<file path="src/rtl/uart_rx_frame_ctrl.sv">
// uart_rx_frame_ctrl: oversampling UART receive sequencer with runtime length/parity/stop config
module uart_rx_frame_ctrl #(
    parameter int OVERSAMPLE    = 16,
    parameter int MAX_DATA_BITS = 8
) (
    input  logic                     clk_i,
    input  logic                     srst_i,
    input  logic                     tick_i,
    input  logic                     rx_i,
    input  logic [3:0]               data_bits_i,
    input  logic                     parity_en_i,
    input  logic                     parity_odd_i,
    input  logic                     stop2_i,
    output logic [MAX_DATA_BITS-1:0] data_o,
    output logic                     data_valid_o,
    output logic                     parity_err_o,
    output logic                     frame_err_o,
    output logic                     busy_o
);
    localparam int CW = $clog2(OVERSAMPLE);
    typedef enum logic [2:0] {S_IDLE, S_START, S_DATA, S_PARITY, S_STOP1, S_STOP2} state_t;
    state_t                   r_state, w_next;
    logic [CW-1:0]            r_cnt;
    logic [3:0]               r_idx, r_nbits, w_nbits;
    logic [MAX_DATA_BITS-1:0] r_shift;
    logic                     r_par_en, r_par_odd, r_stop2, r_perr, r_ferr, r_armed;
    logic                     w_mid, w_end, w_last, w_done, w_ferr, w_start;
    assign w_mid   = tick_i && r_cnt == CW'(OVERSAMPLE / 2 - 1);
    assign w_end   = tick_i && r_cnt == CW'(OVERSAMPLE - 1);
    assign w_last  = r_idx == r_nbits - 4'd1;
    assign w_ferr  = r_ferr | ~rx_i;
    assign w_start = r_state == S_IDLE && tick_i && !rx_i && r_armed;
    assign w_nbits = data_bits_i < 4'd5 ? 4'd5 :
                     (data_bits_i > 4'(MAX_DATA_BITS) ? 4'(MAX_DATA_BITS) : data_bits_i);
    assign busy_o  = r_state != S_IDLE;
    always_ff @(posedge clk_i) begin
        r_state <= srst_i ? S_IDLE : w_next;
    end
    always_comb begin
        w_next = r_state;
        w_done = 1'b0;
        case (r_state)
            S_IDLE:   w_next = w_start ? S_START : S_IDLE;
            S_START:  w_next = w_mid ? (rx_i ? S_IDLE : S_DATA) : S_START;
            S_DATA:   w_next = (w_end && w_last) ? (r_par_en ? S_PARITY : S_STOP1) : S_DATA;
            S_PARITY: w_next = w_end ? S_STOP1 : S_PARITY;
            S_STOP1: begin
                w_next = w_end ? (r_stop2 ? S_STOP2 : S_IDLE) : S_STOP1;
                w_done = w_end && !r_stop2;
            end
            S_STOP2: begin
                w_next = w_end ? S_IDLE : S_STOP2;
                w_done = w_end;
            end
            default:  w_next = S_IDLE;
        endcase
    end
    always_ff @(posedge clk_i) begin
        if (srst_i) begin
            r_cnt        <= '0;
            r_idx        <= '0;
            r_nbits      <= 4'd5;
            r_shift      <= '0;
            r_par_en     <= 1'b0;
            r_par_odd    <= 1'b0;
            r_stop2      <= 1'b0;
            r_perr       <= 1'b0;
            r_ferr       <= 1'b0;
            r_armed      <= 1'b1;
            data_o       <= '0;
            data_valid_o <= 1'b0;
            parity_err_o <= 1'b0;
            frame_err_o  <= 1'b0;
        end else begin
            data_valid_o <= w_done;
            if (tick_i)
                r_cnt <= (r_state == S_IDLE || (r_state == S_START ? w_mid : w_end)) ? '0 : r_cnt + 1'b1;
            if (r_state == S_IDLE && tick_i && rx_i)
                r_armed <= 1'b1;
            if (w_start) begin
                r_nbits   <= w_nbits;
                r_par_en  <= parity_en_i;
                r_par_odd <= parity_odd_i;
                r_stop2   <= stop2_i;
                r_idx     <= '0;
                r_shift   <= '0;
                r_perr    <= 1'b0;
                r_ferr    <= 1'b0;
            end
            if (r_state == S_DATA && w_end) begin
                r_shift <= {rx_i, r_shift[MAX_DATA_BITS-1:1]};
                r_idx   <= r_idx + 4'd1;
            end
            // unused low bits of the shift register stay zero, so ^r_shift is the data parity
            if (r_state == S_PARITY && w_end)
                r_perr <= (^r_shift ^ rx_i) != r_par_odd;
            if (r_state == S_STOP1 && w_end && !rx_i)
                r_ferr <= 1'b1;
            if (w_done) begin
                data_o       <= r_shift >> (4'(MAX_DATA_BITS) - r_nbits);
                parity_err_o <= r_perr;
                frame_err_o  <= w_ferr;
                if (w_ferr)
                    r_armed <= 1'b0;
            end
        end
    end
endmodule
</file>
<file path="config.mk">
export PLATFORM = sky130hd
export DESIGN_NAME = uart_rx_frame_ctrl
export DESIGN_NICKNAME = d
export VERILOG_FILES = /design/src/rtl/uart_rx_frame_ctrl.sv
export SDC_FILE = /design/constraint.sdc
export NUM_CORES = 1
export LEC_CHECK = 0
export BUFFER_PORTS_ARGS = -buffer_cell sky130_fd_sc_hd__buf_2
export CAP_MARGIN = 20
export CORE_ASPECT_RATIO = 1.4
export CORE_UTILIZATION = 25
export DETAILED_ROUTE_END_ITERATION = 8
export GPL_ROUTABILITY_DRIVEN = 0
export MAX_ROUTING_LAYER = met4
export PLACE_DENSITY_LB_ADDON = 0.2
export SKIP_LAST_GASP = 1
export SYNTH_ARGS = -nofsm -noshare
export SYNTH_HDL_FRONTEND = slang
export SYNTH_SLANG_ARGS = --single-unit
</file>
<file path="constraint.sdc">
create_clock -name clk_i -period 2.9 [get_ports clk_i]
set_clock_uncertainty 0.2 [all_clocks]
set_input_delay 0.29 -clock clk_i [delete_from_list [all_inputs] [get_ports clk_i]]
set_output_delay 0.29 -clock clk_i [all_outputs]
set_load 0.005 [all_outputs]
</file>
==> load_flow_metrics.sql, run 1 <==
INSERT INTO impl_metrics (metric_group, metric, value, unit) VALUES
('outcome', 'outcome', 'complete, no violations', ''),
('synthesis', 'synth.area.top_cells', 'sky130_fd_sc_hd__dfxtp_1 36%, sky130_fd_sc_hd__a21oi_1 5.7%, sky130_fd_sc_hd__nand2_1 4.8%', ''),
('final_layout', 'instances_no_fill', '369', ''),
('floorplanning', 'die_width', '81.3', 'um'),
('power', 'power.switching', '287', 'uW'),
('global_routing', 'antenna_violations_before_repair', '0', ''),
('timing', 'setup_total_negative_slack', '0', 'ps'),
('place', 'dp_hpwl', '3770', 'um'),
('power', 'netSwitchingFraction', '21.4', '%'),
('place', 'buffer_ports.inserted', '22', ''),
('synthesis', 'synth.net_count', '265', ''),
('final_layout', 'layout-drive-gt1-share', '17.0', '%'),
('final_layout', 'nets', '278', ''),
('worst_setup_path', 'crit_path_max_fanout', '13', ''),
('floorplanning', 'floorplan.die.height', '113', 'um'),
('floorplanning', 'io-pin-count', '23', ''),
('cts', 'clock_path_buffers', '2', ''),
('cts', 'gates_resized_cts_repair', '0', ''),
('synthesis', 'synthesized_netlist_cell_count', '250', ''),
('global_routing', 'grt_pass1_wl', '8690', 'um'),
('global_routing', 'grt_overflow_total', '0', ''),
('cts', 'tritoncts', 'yes', ''),
('cts', 'worst_setup_hold_path_clk_slew', '60', 'ps'),
('worst_setup_path', 'required_worst_endpoint', '2840', 'ps'),
('synthesis', 'synth_sequential_area_ratio', '36.4', '%'),
('drt', 'drt_iter0_markers', '79', ''),
('timing', 'hold_viol', '0', ''),
('drt', 'via_per_inst', '4.98', ''),
('synthesis', 'synth.area.mux_share', '9.66', '%'),
('global_routing', 'global_route.usage.total', '12.6', '%'),
('synthesis', 'post_synthesis_share_of_cell_area_spent_on_and_or_nand_and_nor_gates', '23.0', '%'),
('timing', 'unrepaired_setup_endpoints_after_global_routing', 'no', ''),
('cts', 'postCtsSetupRepairBufs', '0', ''),
('synthesis', 'synthesized_area', '0.00220', 'mm^2'),
('worst_setup_path', 'critical_path.startpoint_type', 'flip-flop', ''),
('cts', 'worstSkewPairLatency', '280', 'ps'),
('synthesis', 'synth_fa_ha_area_share', '2.27', '%'),
('timing', 'maxClockFrequency', '0.429', 'GHz'),
('worst_setup_path', 'worstReg2RegStart', 'r_nbits[1]', ''),
('synthesis', 'async_reset_ff_share', '0', '%'),
('power', 'p_int', '1050', 'uW'),
('worst_setup_path', 'worst_setup_path_startpoint', 'r_nbits[1]', ''),
('synthesis', 'synth-compound-area-share', '13.6', '%'),
('synthesis', 'post_synthesis_average_cell_area', '8.81', 'um^2'),
('synthesis', 'yosysTopAreaCell', 'sky130_fd_sc_hd__dfxtp_1', ''),
('drt', 'postRouteAntennaNets', '0', ''),
('drt', 'dr.pass1.iters', '4', ''),
('cts', 'clock_tree.root_cell', 'sky130_fd_sc_hd__clkbuf_16', ''),
('synthesis', 'synthesis.yosys.warnings', '0', ''),
('floorplanning', 'core-area', '0.00856', 'mm^2'),
('worst_setup_path', 'setup.worst_path.class', 'reg -> reg', ''),
('synthesis', 'main_combinational_cell_family_by_area_after_synthesis', 'simple AND/OR/NAND/NOR gates', ''),
('synthesis', 'synth.most_common_cell', 'sky130_fd_sc_hd__dfxtp_1', ''),
('power', 'seqPwrFrac', '42.2', '%'),
('drt', 'wirelength', '5210', 'um'),
('cts', 'h-tree-depth', '2', ''),
('cts', 'cts_hold_buffers', '0', ''),
('floorplanning', 'floorplan.initialDensity', '25.7', '%'),
('synthesis', 'post-synth-top-area-fraction', '36.4', '%'),
('floorplanning', 'floorplan.rows', '40', ''),
('place', 'number_of_placed_instances_with_taps_included', '361', ''),
('power', 'share_comb_of_total_power', '7.7', '%'),
('final_layout', 'multi_input_area', '0.00128', 'mm^2'),
('final_layout', 'final-seq-area', '801', 'um^2'),
('global_routing', 'grt_pass1_vias', '1772', ''),
('synthesis', 'most_used_flip_flop_cell_after_synthesis', 'sky130_fd_sc_hd__dfxtp_1', ''),
('flow_run', 'timing.max_cap.violations', '0', ''),
('worst_hold_path', 'min_path_type', 'in -> reg', ''),
('timing', 'worst_pin_slew', '720', 'ps'),
('global_routing', 'grt_start_max_net_pins', '40', ''),
('drt', 'wire_per_inst', '14.1', 'um');
worst max-delay path, stage by stage (launching register included):
cell	delay, ps
sky130_fd_sc_hd__dfxtp_1	350
sky130_fd_sc_hd__inv_1	70
sky130_fd_sc_hd__ha_1	570
sky130_fd_sc_hd__mux2_2	400
sky130_fd_sc_hd__mux4_2	450
sky130_fd_sc_hd__nand3_1	100
sky130_fd_sc_hd__a21oi_1	60
cell families (layout without fill, tap and decap cells):
group / after synthesis / count (layout)
AND/OR/NAND/NOR: 93 / 93
AO/OA/AOI/OAI: 49 / 49
flip-flops: 40 / 40
buffers and inverters: 28 / 42
XOR/XNOR: 19 / 19
multiplexers: 17 / 17
adder cells (fa/ha/maj): 4 / 4
flip-flops by register name (all words and copies together), names as in the netlist:
name and cells:
r_state 3, parity_err_o 1, r_par_odd 1, r_shift 8, r_armed 1, r_stop2 1, data_valid_o 1, frame_err_o 1
r_idx 4, r_ferr 1, r_nbits 4, r_par_en 1, r_cnt 4, data_o 8, r_perr 1
placed cells by master (no fill, tap or decap), types with 2 or more instances in the layout:
cell type                   netlist  layout
sky130_fd_sc_hd__a211o_1          2       2
sky130_fd_sc_hd__a21o_1           2       2
sky130_fd_sc_hd__a21oi_1         25      25
sky130_fd_sc_hd__a31oi_1          3       3
sky130_fd_sc_hd__and3_1           2       2
sky130_fd_sc_hd__buf_2            9      22
sky130_fd_sc_hd__buf_4            0       2
sky130_fd_sc_hd__clkbuf_16        0       5
sky130_fd_sc_hd__clkbuf_8         0       2
sky130_fd_sc_hd__dfxtp_1         40      40
sky130_fd_sc_hd__ha_1             4       4
sky130_fd_sc_hd__inv_1           10      10
sky130_fd_sc_hd__mux2_2           4       4
sky130_fd_sc_hd__mux2i_1         10      10
sky130_fd_sc_hd__mux4_2           3       3
sky130_fd_sc_hd__nand2_1         28      28
sky130_fd_sc_hd__nand2b_1         4       4
sky130_fd_sc_hd__nand3_1         19      19
sky130_fd_sc_hd__nand4_1          3       3
sky130_fd_sc_hd__nor2_1           9       9
sky130_fd_sc_hd__nor3_1           8       8
sky130_fd_sc_hd__nor3_4           2       2
sky130_fd_sc_hd__nor3b_1          2       2
sky130_fd_sc_hd__nor4_1           2       2
sky130_fd_sc_hd__o2111ai_1        2       2
sky130_fd_sc_hd__o21ai_0          6       6
sky130_fd_sc_hd__o2bb2ai_1        2       2
sky130_fd_sc_hd__o32ai_1          2       2
sky130_fd_sc_hd__or3_1            3       3
sky130_fd_sc_hd__xnor2_1         10      10
sky130_fd_sc_hd__xnor3_1          2       2
sky130_fd_sc_hd__xor2_1           6       6
final cells by class:
class,instances,share of cell area (%)
clock buffers,7,5.98
clock inverters,1,1.18
inverters,10,1.47
multi-input cells,182,50.0
flip-flops and latches,40,31.4
well taps,105,5.14
repair buffers,24,4.90
per-layer routing:
| metal | routed length [um] | track usage, % | vias to the layer above | share of wire [%] |
|---|---|---|---|---|
| met5 | 0 | - | - | 0 |
| met4 | 48 | 3.57 | 0 | 0.92 |
| met3 | 131 | 2.18 | 8 | 2.5 |
| met2 | 2800 | 22.6 | 25 | 54 |
| met1 | 2230 | 14.0 | 893 | 43 |
| li1 | - | - | 913 | - |
stage by stage:
| step | area [um^2] | setup WS, ps |
|---|---|---|
| final | 2550 | 572 |
| after floorplan | 2200 | 550 |
| after global routing | 2550 | 435 |
| after CTS | 2550 | 570 |
| after global placement | 2370 | 613 |
| after detailed placement | 2370 | 580 |
worst paths after layout:
kind | cells past startpoint | slack (ps) | end
max | 6 | 570 | data_o[1]
min | 3 | 50 | r_stop2
max reg2reg | 6 | 570 | data_o[1]
min reg2reg | 2 | 250 | data_o[2]
power by group through the flow:
stage / registers [uW] / logic (uW) / clock network, uW
2_1_floorplan: 573 / 83.7 / 0
3_3_place_gp: 577 / 104 / 0
3_5_place_dp: 578 / 105 / 0
4_1_cts: 565 / 105 / 692
5_1_grt: 566 / 115 / 712
6_report: 565 / 104 / 670
(Power assumes the default switching activity.)
==> run 2: changes to the inputs <==
==> constraint.sdc (replaced) <==
create_clock -name clk_i -period 2 [get_ports clk_i]
set_clock_uncertainty 0.2 [all_clocks]
set_input_delay 0.2 -clock clk_i [delete_from_list [all_inputs] [get_ports clk_i]]
set_output_delay 0.2 -clock clk_i [all_outputs]
set_load 0.005 [all_outputs]
==> load_flow_metrics.sql, run 2 (synthesized netlist as in run 1, its figures left out) <==
INSERT INTO impl_metrics (metric_group, metric, value, unit) VALUES
('outcome', 'outcome', 'complete, no violations', ''),
('worst_setup_path', 'end_kind', 'flip-flop', ''),
('cts', 'h-tree-depth', '2', ''),
('worst_setup_path', 'r2r-end', 'data_o[1]', ''),
('floorplanning', 'core-area', '0.00856', 'mm^2'),
('worst_setup_path', 'worstReg2RegStart', 'r_nbits[1]', ''),
('floorplanning', 'floorplan.rows', '40', ''),
('worst_setup_path', 'critical_path.startpoint_type', 'flip-flop', ''),
('drt', 'wirelength', '5660', 'um'),
('cts', 'clock_tree.root_cell', 'sky130_fd_sc_hd__clkbuf_16', ''),
('global_routing', 'grt_start_max_net_pins', '27', ''),
('power', 'power.switching', '460', 'uW'),
('timing', 'final_max_slew_viol_count', '0', ''),
('worst_setup_path', 'reg2reg_slack', '70', 'ps'),
('cts', 'worstSkewPairLatency', '290', 'ps'),
('cts', 'tritoncts', 'yes', ''),
('power', 'share_comb_of_total_power', '9.5', '%'),
('place', 'dp_hpwl', '4190', 'um'),
('global_routing', 'grt_pass1_vias', '1820', ''),
('timing', 'worst_pin_slew', '540', 'ps'),
('final_layout', 'nets', '301', ''),
('power', 'seqPwrFrac', '41.3', '%'),
('global_routing', 'grt_overflow_total', '0', ''),
('timing', 'maxSlewHeadroom', '64.0', '%'),
('worst_setup_path', 'critical_path_arrival', '1900', 'ps'),
('timing', 'maxClockFrequency', '0.519', 'GHz'),
('worst_setup_path', 'required_worst_endpoint', '1980', 'ps'),
('place', 'buffer_ports.inserted', '22', ''),
('power', 'cell_pwr_density', '716', 'mW/mm^2'),
('floorplanning', 'floorplan.die.height', '113', 'um'),
('global_routing', 'antenna_violations_before_repair', '0', ''),
('drt', 'wire_per_inst', '14.4', 'um'),
('cts', 'number_of_buffers_inserted_during_clock_tree_synthesis', '5', ''),
('global_routing', 'grt_pass1_wl', '9190', 'um'),
('global_routing', 'global_route.usage.total', '13.6', '%'),
('cts', 'worst_setup_hold_path_clk_slew', '60', 'ps'),
('final_layout', 'most_used_cells_in_the_layout_excluding_fill_and_tap_cells', '39 x sky130_fd_sc_hd__dfxtp_1, 28 x sky130_fd_sc_hd__nand2_1, 25 x sky130_fd_sc_hd__a21oi_1', ''),
('final_layout', 'biggestRegsByFlops', 'data_o (8), r_shift (8)', ''),
('timing', 'fin_crit_sh', '96.3', '%'),
('floorplanning', 'floorplan.initialDensity', '25.7', '%'),
('final_layout', 'layout-drive-gt1-share', '24.7', '%'),
('final_layout', 'layout_commonest_cell', 'sky130_fd_sc_hd__dfxtp_1', ''),
('worst_setup_path', 'worst_setup_path_startpoint', 'r_nbits[1]', ''),
('power', 'pwr-share-clk', '49.2', '%'),
('floorplanning', 'die_width', '81.3', 'um'),
('final_layout', 'antennaDiodeCount', '0', ''),
('worst_setup_path', 'reg2regPathDepth', '6', ''),
('timing', 'worst_hold_slack', '23.0', 'ps'),
('timing', 'setup_total_negative_slack', '0', 'ps'),
('drt', 'route.detailed.drc', '0', ''),
('timing', 'timing.final.crit_period', '1930', 'ps'),
('drt', 'dr.pass1.iters', '4', ''),
('timing', 'hold_viol', '0', ''),
('timing', 'setup_viol_count_final', '0', ''),
('cts', 'clock_path_buffers', '2', ''),
('drt', 'postRouteAntennaNets', '0', ''),
('worst_setup_path', 'crit_path_max_fanout', '5', ''),
('drt', 'drt_iter0_markers', '57', ''),
('worst_setup_path', 'worstSetupEndpoint', 'data_o[1]', ''),
('drt', 'vias', '1894', ''),
('worst_setup_path', 'setup.worst_path.class', 'reg -> reg', ''),
('floorplanning', 'io-pin-count', '23', ''),
('drt', 'via_per_inst', '4.83', ''),
('power', 'power_leakage', '0.00110', 'uW'),
('worst_hold_path', 'min_path_type', 'in -> reg', ''),
('final_layout', 'area_growth', '25.7', '%'),
('power', 'peakVddDrop', '427', 'uV'),
('power', 'p_int', '1520', 'uW'),
('power', 'netSwitchingFraction', '23.2', '%'),
('floorplanning', 'die_area', '0.00919', 'mm^2'),
('flow_run', 'timing.max_cap.violations', '0', ''),
('cts', 'numClockSinks', '40', '');
==> run 2: worst max-delay path, cell delays in order, from the launching register on <==
cell and delay (ps):
sky130_fd_sc_hd__dfxtp_1 330, sky130_fd_sc_hd__inv_1 80, sky130_fd_sc_hd__ha_4 310, sky130_fd_sc_hd__mux2_4 300
sky130_fd_sc_hd__mux4_2 460, sky130_fd_sc_hd__nand3_1 90, sky130_fd_sc_hd__a21oi_1 60
==> run 2: worst min-delay path by stage <==
stage | from | cells after the start | slack (ps) | endpoint
floorplan | stop2_i | 2 | 140 | r_stop2
global placement | data_o[3] | 2 | 240 | data_o[3]
detailed placement | data_o[2] | 2 | 240 | data_o[2]
finish | rx_i | 3 | 20 | r_shift[7]
CTS | rx_i | 3 | 30 | r_shift[7]
global route | rx_i | 3 | 40 | r_shift[7]
==> run 2: metrics by stage <==
step           util (%)  power, uW  std cells  cell area [um^2]  setup slack [ps]
2_1_floorplan         -        965        250              2250             -84.9
4_1_cts            32.1       2000        391              2750              57.0
3_5_place_dp       29.7       1020        380              2540              71.5
6_report           32.4       1980        392              2770              74.6
3_3_place_gp       29.7       1020        380              2540              84.0
5_1_grt            32.4       2050        392              2770            -0.565
==> run 2: timing repair <==
item | in CTS | in global routing
setup buffers | 0 | 1
endpoints found under the hold margin | 3 | 0
endpoints found under the setup margin | 0 | 5
hold buffers | 3 | 0
gates resized for setup | 0 | 3
==> run 2: cell type report <==
| type | instances | area, um^2 |
|---|---|---|
| Timing Repair Buffer | 47 | 305 |
| Inverter | 10 | 40.0 |
| Clock inverter | 2 | 38.8 |
| Sequential cell | 40 | 802 |
| Fill cell | 928 | 5790 |
| Multi-Input combinational cell | 182 | 1310 |
| Tap cell | 105 | 131 |
| Clock buffer | 6 | 139 |
==> run 2: power groups by stage <==
stage | clock network, uW | logic [uW] | registers [uW]
2_1_floorplan | 0 | 133 | 831
3_3_place_gp | 0 | 183 | 836
3_5_place_dp | 0 | 182 | 836
4_1_cts | 990 | 187 | 818
5_1_grt | 1030 | 207 | 819
6_report | 975 | 188 | 818
==> run 2: layer usage <==
metal / track usage [%] / part of all wire [%] / vias to the layer above
li1: - / - / 955
met1: 16.5 / 46 / 897
met2: 22.6 / 50 / 34
met3: 2.18 / 2.4 / 8
met4: 4.64 / 1.6 / 0
met5: - / 0 / -
==> run 3: changes to the inputs <==
--- a/config.mk
+++ b/config.mk
@@ -8,7 +8,8 @@
 export BUFFER_PORTS_ARGS = -buffer_cell sky130_fd_sc_hd__buf_2
 export CAP_MARGIN = 20
 export CORE_ASPECT_RATIO = 1.4
-export CORE_UTILIZATION = 25
+export CORE_UTILIZATION = 45
+export CTS_BUF_LIST = sky130_fd_sc_hd__clkbuf_16
 export DETAILED_ROUTE_END_ITERATION = 8
 export GPL_ROUTABILITY_DRIVEN = 0
 export MAX_ROUTING_LAYER = met4
==> load_flow_metrics.sql, run 3 (synthesized netlist as in run 1, its figures left out) <==
INSERT INTO impl_metrics (metric_group, metric, value, unit) VALUES
('outcome', 'outcome', 'complete, no violations', ''),
('timing', 'hold_viol', '0', ''),
('global_routing', 'antenna_violations_before_repair', '0', ''),
('timing', 'fin_crit_sh', '97.5', '%'),
('worst_hold_path', 'min_from', 'data_bits_i[3]', ''),
('timing', 'maxClockFrequency', '0.513', 'GHz'),
('cts', 'numClockSinks', '40', ''),
('place', 'dpl_worst_slack', '53.7', 'ps'),
('timing', 'setup_viol_count_final', '0', ''),
('drt', 'dr.pass1.iters', '4', ''),
('cts', 'worst_setup_hold_path_clk_slew', '60', 'ps'),
('floorplanning', 'floorplan.rows', '29', ''),
('place', 'number_of_placed_instances_with_taps_included', '333', ''),
('drt', 'wire_per_inst', '14.4', 'um'),
('worst_setup_path', 'worstPathCellList', 'inv_1, ha_4, mux2_4, mux4_2, nand3_1, a21oi_1', ''),
('drt', 'vias', '1867', ''),
('worst_setup_path', 'reg2regPathDepth', '6', ''),
('drt', 'via_per_inst', '5.41', ''),
('final_layout', 'most_used_cells_in_the_layout_excluding_fill_and_tap_cells', '39 x sky130_fd_sc_hd__dfxtp_1, 28 x sky130_fd_sc_hd__nand2_1, 25 x sky130_fd_sc_hd__a21oi_1', ''),
('worst_setup_path', 'crit_path_max_fanout', '5', ''),
('global_routing', 'grt_start_max_net_pins', '29', ''),
('worst_setup_path', 'critical_path.startpoint_type', 'flip-flop', ''),
('floorplanning', 'die_area', '0.00518', 'mm^2'),
('timing', 'final_max_slew_viol_count', '0', ''),
('worst_setup_path', 'worstReg2RegStart', 'r_nbits[1]', ''),
('cts', 'number_of_buffers_inserted_during_clock_tree_synthesis', '5', ''),
('global_routing', 'grt_overflow_total', '0', ''),
('final_layout', 'layout-drive-gt1-share', '23.7', '%'),
('worst_setup_path', 'end_kind', 'flip-flop', ''),
('worst_setup_path', 'worst_setup_path_startpoint', 'r_nbits[1]', ''),
('timing', 'worst_pin_slew', '514', 'ps'),
('timing', 'maxSlewHeadroom', '65.7', '%'),
('cts', 'h-tree-depth', '2', ''),
('drt', 'drt_iter0_markers', '61', ''),
('final_layout', 'biggestRegsByFlops', 'data_o (8), r_shift (8)', ''),
('drt', 'postRouteAntennaNets', '0', ''),
('worst_setup_path', 'cp_slowest_cell', 'sky130_fd_sc_hd__mux4_2', ''),
('floorplanning', 'io-pin-count', '23', ''),
('worst_hold_path', 'worst_hold_path_endpoint', 'r_nbits[1]', ''),
('cts', 'clock_path_buffers', '2', ''),
('drt', 'route.detailed.drc', '0', ''),
('place', 'dp_hpwl', '3590', 'um'),
('worst_setup_path', 'required_worst_endpoint', '1950', 'ps'),
('worst_setup_path', 'worst_path_largest_cell_delay', '450', 'ps'),
('worst_hold_path', 'min_path_type', 'in -> reg', ''),
('cts', 'clock_tree.root_cell', 'sky130_fd_sc_hd__clkbuf_16', ''),
('global_routing', 'grt_pass1_wl', '8110', 'um'),
('final_layout', 'antennaDiodeCount', '0', ''),
('floorplanning', 'core-area', '0.00461', 'mm^2'),
('cts', 'tritoncts', 'yes', ''),
('power', 'power_leakage', '0.00107', 'uW'),
('final_layout', 'area_growth', '21.5', '%'),
('worst_setup_path', 'setup.worst_path.class', 'reg -> reg', ''),
('place', 'buffer_ports.inserted', '22', ''),
('worst_setup_path', 'reg2reg_slack', '50', 'ps'),
('timing', 'unrepaired_setup_endpoints_after_global_routing', 'yes', ''),
('cts', 'worstSkewPairLatency', '280', 'ps'),
('floorplanning', 'floorplan.die.height', '84.8', 'um'),
('drt', 'wirelength', '4960', 'um'),
('final_layout', 'instances_no_fill', '345', ''),
('floorplanning', 'floorplan.initialDensity', '47.8', '%'),
('worst_hold_path', 'min_path_cells', '3', ''),
('global_routing', 'global_route.usage.total', '21.7', '%'),
('timing', 'timing.final.crit_period', '1950', 'ps'),
('power', 'peakVddDrop', '390', 'uV'),
('global_routing', 'grt_pass1_vias', '1757', ''),
('power', 'total_power', '1920', 'uW'),
('worst_setup_path', 'critical_path_arrival', '1900', 'ps'),
('final_layout', 'nets', '297', ''),
('timing', 'worst_hold_slack', '23.2', 'ps'),
('floorplanning', 'die_width', '61.1', 'um'),
('flow_run', 'timing.max_cap.violations', '0', ''),
('worst_setup_path', 'r2r-end', 'data_o[1]', ''),
('final_layout', 'layout_commonest_cell', 'sky130_fd_sc_hd__dfxtp_1', ''),
('power', 'cell_pwr_density', '716', 'mW/mm^2'),
('timing', 'fin_ws', '49.6', 'ps');
## run 3: cell types whose count changed in the layout (fill, tap and decap cells not counted)
cell	delta
sky130_fd_sc_hd__and3_1	-1
sky130_fd_sc_hd__and3_2	+1
sky130_fd_sc_hd__buf_4	-5
sky130_fd_sc_hd__buf_6	+1
sky130_fd_sc_hd__clkbuf_8	-1
sky130_fd_sc_hd__clkinv_2	+1
sky130_fd_sc_hd__clkinv_4	-1
sky130_fd_sc_hd__clkinvlp_4	+1
sky130_fd_sc_hd__nor3_1	+1
sky130_fd_sc_hd__nor3_2	-1
## run 3: how the worst max path moves through the flow
stage                 to  cells past startpoint
3_3_place_gp   data_o[1]                      6
2_1_floorplan  data_o[1]                      8
4_1_cts        data_o[1]                      6
6_report       data_o[1]                      6
3_5_place_dp   data_o[1]                      6
5_1_grt           r_perr                      5
## run 3: timing repair
action                                  CTS  global route
endpoints found under the setup margin    0            10
setup buffers                             0             1
gates resized for setup                   0             4
endpoints found under the hold margin     3             0
hold buffers                              3             0
## run 3: final cells by class
type	instances	area (um^2)
Inverter	10	40.0
Timing Repair Buffer	43	279
Clock buffer	5	125
Multi-Input combinational cell	182	1310
Tap cell	62	77.6
Sequential cell	40	802
Clock inverter	3	42.5
Fill cell	425	1930
## run 3: routing by layer
layer | vias to the layer above | share of wire, % | track usage, %
met2 | 24 | 53 | 36.6
met3 | 11 | 1.8 | 3.85
met5 | - | 0 | -
met4 | 0 | 2.5 | 9.92
met1 | 878 | 43 | 23.9
li1 | 954 | - | -
## run 3: per-stage QoR
step           setup TNS, ps  cell area (um^2)  utilization, %
2_1_floorplan           -130              2250               -
6_report                   0              2680            58.1
4_1_cts                    0              2660            57.6
3_3_place_gp               0              2460            53.3
3_5_place_dp               0              2460            53.3
5_1_grt                -8.28              2680            58.1
## run 3: worst max-delay path: cells and delay by family, from the launching register on
| kind | cells | cell delay [ps] |
|---|---|---|
| buf+inv | 1 | 80 |
| compound gates | 1 | 60 |
| flops | 1 | 330 |
| fa+ha+maj | 1 | 320 |
| simple gates | 1 | 90 |
| mux | 2 | 750 |
## run 3: power breakdown
part	internal, uW	leakage [uW]	switching [uW]
Combinational	85.5	0.000664	93.8
Clock	586	0.0000798	330
Sequential	808	0.000323	13.3
